## src/rtl/fifo_push_arb.sv

```systemverilog
// Two-requester round-robin push arbiter in front of a FIFO write port.
// One grant every two cycles; push, ack and data are all registered.
module fifo_push_arb #(
    parameter int DW = 8,
    parameter int CW = 8
) (
    input  logic          clk,
    input  logic          rst,
    input  logic          req0,
    input  logic [DW-1:0] data0,
    input  logic          req1,
    input  logic [DW-1:0] data1,
    input  logic          full,
    output logic          push,
    output logic [DW-1:0] w_data,
    output logic          ack0,
    output logic          ack1,
    output logic [CW-1:0] cnt0,
    output logic [CW-1:0] cnt1
);

    typedef enum logic {ARB, PUSH} state_t;

    localparam logic [CW-1:0] CMAX = '1;

    state_t        state, state_nx;
    logic          prio, prio_nx;
    logic          push_nx, ack0_nx, ack1_nx;
    logic [DW-1:0] w_data_nx;
    logic [CW-1:0] cnt0_nx, cnt1_nx;
    logic          win0, win1;

    // prio=0 favours requester 0 under contention
    assign win0 = req0 && (!req1 || !prio);
    assign win1 = req1 && (!req0 || prio);

    always_comb begin
        state_nx  = state;
        prio_nx   = prio;
        push_nx   = 1'b0;
        ack0_nx   = 1'b0;
        ack1_nx   = 1'b0;
        w_data_nx = w_data;
        cnt0_nx   = cnt0;
        cnt1_nx   = cnt1;
        unique case (state)
            ARB: begin
                if (!full && (win0 || win1)) begin
                    state_nx  = PUSH;
                    push_nx   = 1'b1;
                    ack0_nx   = win0;
                    ack1_nx   = win1;
                    w_data_nx = win0 ? data0 : data1;
                    prio_nx   = win0;
                    if (win0 && cnt0 != CMAX)
                        cnt0_nx = cnt0 + 1'b1;
                    if (win1 && cnt1 != CMAX)
                        cnt1_nx = cnt1 + 1'b1;
                end
            end
            PUSH: begin
                state_nx = ARB;
            end
        endcase
    end

    always_ff @(posedge clk or posedge rst) begin
        if (rst) begin
            state  <= ARB;
            prio   <= 1'b0;
            push   <= 1'b0;
            ack0   <= 1'b0;
            ack1   <= 1'b0;
            w_data <= '0;
            cnt0   <= '0;
            cnt1   <= '0;
        end else begin
            state  <= state_nx;
            prio   <= prio_nx;
            push   <= push_nx;
            ack0   <= ack0_nx;
            ack1   <= ack1_nx;
            w_data <= w_data_nx;
            cnt0   <= cnt0_nx;
            cnt1   <= cnt1_nx;
        end
    end

endmodule

```

## config.mk

```make
export PLATFORM = sky130hd
export DESIGN_NAME = fifo_push_arb
export DESIGN_NICKNAME = d
export VERILOG_FILES = /design/src/rtl/fifo_push_arb.sv
export SDC_FILE = /design/constraint.sdc
export NUM_CORES = 1
export LEC_CHECK = 0
export BUFFER_PORTS_ARGS = -buffer_cell sky130_fd_sc_hd__buf_2
export CORE_MARGIN = 4
export CORE_UTILIZATION = 40
export CTS_CLUSTER_SIZE = 16
export DETAILED_ROUTE_END_ITERATION = 6
export MAX_ROUTING_LAYER = met4
export PLACE_DENSITY = 0.66
export RECOVER_POWER = 100
export SLEW_MARGIN = 20
export SYNTH_ARGS = -nofsm -noshare
export SYNTH_HDL_FRONTEND = slang
export SYNTH_SLANG_ARGS = --single-unit
export TNS_END_PERCENT = 10
```

## constraint.sdc

```tcl
create_clock -name clk -period 2.25 [get_ports clk]
set_input_delay 0.1125 -clock clk [delete_from_list [all_inputs] [get_ports clk]]
set_output_delay 0.1125 -clock clk [all_outputs]
set_load 0.02 [all_outputs]
```

Word-level counts from Yosys, hierarchy flattened:

Index checks and enable logic that the tools add are counted.

* bits in registers: 29
* bits in latches: 0
* memory bits (writable): 0
* memory bits (read-only): 0
* input bits: 21
* output and inout bits: 27
* memories: 0

* add/sub/neg operators: 2
* $mul: 0
* div/mod/pow operators: 0
* order comparisons: 0
* eq/ne operators: 2
* shifts and indexed selects: 0
* multiplexer cells: 8
* bitwise gates (word level): 1
* reductions and logical operators: 15

Operators by type and width (count)
* 8-bit by 1-bit adder with 8-bit output, second input constant: 2
* 8-bit inequality test, second input constant: 2
* 8-bit 2-to-1 mux: 1
* 1-bit 2-to-1 mux: 6
* 3-bit AND reduction: 2
* 1-bit logical AND: 5
* 1-bit zero test: 4
* 1-bit logical OR: 3
* 1-bit one-hot mux with 2 select lines: 1
* 2-bit AND reduction: 1
* 1-bit NOT: 1

Depth between registers and ports, before layout:

* depth in word-level cells: 7
* depth in mapped cells: 6

Worst setup path after synthesis:

OpenSTA, ideal clock, no wires.

* kind: register to register
* start point: register cnt0[0]
* end point: register cnt0[1]
* library setup time: 0.125 ns
* arrival: 1.575 ns
* slack: 0.550 ns
* stages on the path, launching flop included: 5
* buffers on the path: 0
* clock period less this slack: 1.700 ns
* cells stage by stage: dfrtp_1 -> ha_1 -> nand3_1 -> o311a_2 -> mux2_4

* longest elaborated chain between the ends: 3
* elaborated cells between the ends (all ways): 4

RTL lines
* start, declared: line 18 `output logic [CW-1:0] cnt0,`
* start signal, assigned: line 84 `cnt0 <= cnt0_nx;`
* parallel branches: the longest is 3 deep, another holds 8-bit by 1-bit adder with 8-bit output

Parallel ways; which one is timed is not known.
A chain may end at the register's enable or synchronous reset.

Final worst setup path:

Same ends and word-level chain as after synthesis.

==> impl_metrics.yaml <==
timing:
  tns_ns: 0
  fmax_mhz: 593
  max_slew_margin: 0.0319
  final_max_slew_viol_count: 0
  period_share: 0.750
  finalHoldViolations: 0
  min_period_ns: 1.69
  fin_ws_ns: 0.563
  grt_setup_unrepaired: "no"
  setup_viol: 0
  worst_clock_skew_ns: 0.000747
  worst_slew_pin_slew_ns: 1.45
flow_run:
  drv_cap: 0
route:
  final_antenna_net_count: 0
  vias: 1076
  dr.pass1.iters: 4
  wl_per_cell_um: 12.7
  drt-total-wl_mm: 2.71
  dr.first_iter.drc_count: 72
  drcViolationCount: 0
  via_per_inst: 5.05
grt:
  grt_overflow: 0
  grt_pass1_vias: 1015
  grt_pass1_wl_mm: 4.56
  grt.total_usage: 0.136
  grt_max_degree: 29
  antenna_found_initial: 0
synth:
  synth_top_area_frac: 0.511
  synthArstFlopShare: 1.00
  synth.distinct_cells: 35
  yosysWarnings: 0
  synth_top_area_cell: "dfrtp_1"
  syn_area_sq_um: 1370
  syn_avg_cell_area_sq_um: 11.4
  synth_seq_cells: 28
  ys_seq_area_frac: 0.511
  synth_nets: 143
  synth_edf_count: 0
  netlist_top_cells_area: "dfrtp_1 (51%), mux2i_1 (5.8%), mux2_4 (5.5%), a21oi_1 (3.3%), xnor2_1 (3.2%)"
  yosys_most_used_dff: "dfrtp_1"
  synthesis.instances: 120
setup_path:
  regToRegSetupSlack_ns: 0.56
  crit_path_end_kind: "flop"
  r2r_end: "cnt0[1]"
  crit_slowest_cell: "dfrtp_1"
  cp-startpoint: "cnt0[0]"
  crit_buf_inv: 0
  start_kind: "flop"
  cp.required_ns: 2.47
  crit_chain: "ha_1 -> nand3_1 -> o311a_2 -> mux2_1"
  criticalPathCategory: "flop to flop"
  crit_family: "flip-flops"
  crit_path_max_incr_delay_ns: 0.43
  critical_path_cell_count: 4
  cp.arrival_ns: 1.90
  reg2reg_from: "cnt0[0]"
  path_max_fanout: 5
  crit_end: "cnt0[1]"
  rr_worst_depth: 4
layout:
  final_net_count: 194
  fill_cells: 335
  final_cell_mix: "dfrtp_1 (28), clkbuf_1 (28), buf_2 (20)"
  drive_gt1_frac: 0.183
  area_delta_synth_final_pct: 17.6
  diodes: 0
power_and_ir_drop:
  pwr_density_cell_nw_per_um2: 932
  ir_drop_v: 0.000657
  leakagePower_nw: 0.720
clocking:
  root_buffer: "clkbuf_4"
  cts_htree_levels: 1
  clkSinkCount: 28
  numCtsBuffers: 3
  clk_latency_ns: 0.31
  path_clk_slew_ns: 0.14
  clk_path_buf_depth: 2
  cts_tree: "done"
floorplanning:
  die_y_um: 66.5
  fp-row-count: 20
  dieArea_sq_um: 4430
  io_pins: 48
  initial_core_util: 0.435
  core-area_sq_um: 3150
  die_width_um: 66.5
placement:
  portBuffers: 47
  pre_cts_slack_ns: 0.600
  place_congestion: 0.860
  dp_hpwl_mm: 2.16
min_path:
  hold_class: "input pin to flop"
run_status:
  status: "finished, final reports clean"
[registers in the layout (all words and copies together) (netlist names)]
signal / count
cnt0: 8
push: 1
cnt1: 8
ack0: 1
ack1: 1
w_data: 8
prio: 1
[cells in the mapped netlist, types with 3 or more instances]
cell and n:
inv_1 5, mux2_2 3, nand2_1 6, mux2_4 5, mux2i_1 8, nand3_1 8, dfrtp_1 28, nor2_1 11
a21oi_1 9, xnor2_1 5
[what timing repair did]
item                                    4_1_cts  5_1_grt
hold endpoints to repair                     28        0
endpoints found under the setup margin        0        0
buffers inserted                              0        0
hold buffers                                  1        0
resized for setup                             0        0
[tightest hold or removal path, delay by kind of cell]
| kind | cells | cell delay, ns |
|---|---|---|
| compound gates | 1 | 0.13 |
| buf+inv | 1 | 0.07 |
| mux | 1 | 0.05 |
[cell type report]
class                           count  area [sq um]  share of cell area
Multi-Input combinational cell     83           592               0.367
Clock buffer                        3          22.5              0.0140
Sequential cell                    28           701               0.435
Inverter                            5          18.8              0.0116
Timing Repair Buffer               50           223               0.138
Tap cell                           44          55.1              0.0342
[worst min path at each step]
stage | depth (start not counted) | slack, ns | startpoint | end
finish | 3 | 0.09 | data1[7] | w_data[7]
global route | 3 | 0.08 | data1[4] | w_data[4]
CTS | 3 | 0.08 | data1[7] | w_data[7]
detailed placement | 3 | 0.20 | rst | cnt1[1]
global placement | 3 | 0.19 | rst | ack0
floorplan | 1 | 0.18 | rst | ack0
[where the power goes]
part	internal [mW]	total [mW]	switching [mW]	leakage [nW]
sequential	0.624	0.773	0.149	0.341
combinational	0.191	0.531	0.340	0.365
clock	0.0627	0.199	0.136	0.0138
[per-layer routing]
metal	share of wire	track usage	vias up
met3	0.064	0.0388	2
met1	0.42	0.165	530
met2	0.51	0.234	30
met4	0.0048	0.0152	0
li1	-	-	514
met5	0	-	-
[cells by family (layout without fill, tap and decap cells)]
logic type               after synthesis  count (layout)  share of synthesized area
AND/OR/NAND/NOR                       40              40                      0.167
adder cells (fa/ha/maj)                2               2                     0.0183
AO/OA/AOI/OAI                         18              18                     0.0831
flip-flops                            28              28                      0.511
XOR/XNOR                               7               7                     0.0447
multiplexers                          16              16                      0.138
buffers and inverters                  9              58                     0.0374
[metrics by stage]
step           instances  cell area [sq um]  total power, mW  hold slack (ns)   util
6_report             213               1610             1.50           0.0870  0.511
3_3_place_gp         209               1640             1.35            0.191  0.521
2_1_floorplan        120               1370             1.16            0.178      -
4_1_cts              213               1680             1.58           0.0772  0.531
3_5_place_dp         209               1640             1.37            0.196  0.521
5_1_grt              213               1610             1.62           0.0791  0.511
No activity file was read; power rests on OpenSTA's default activity.
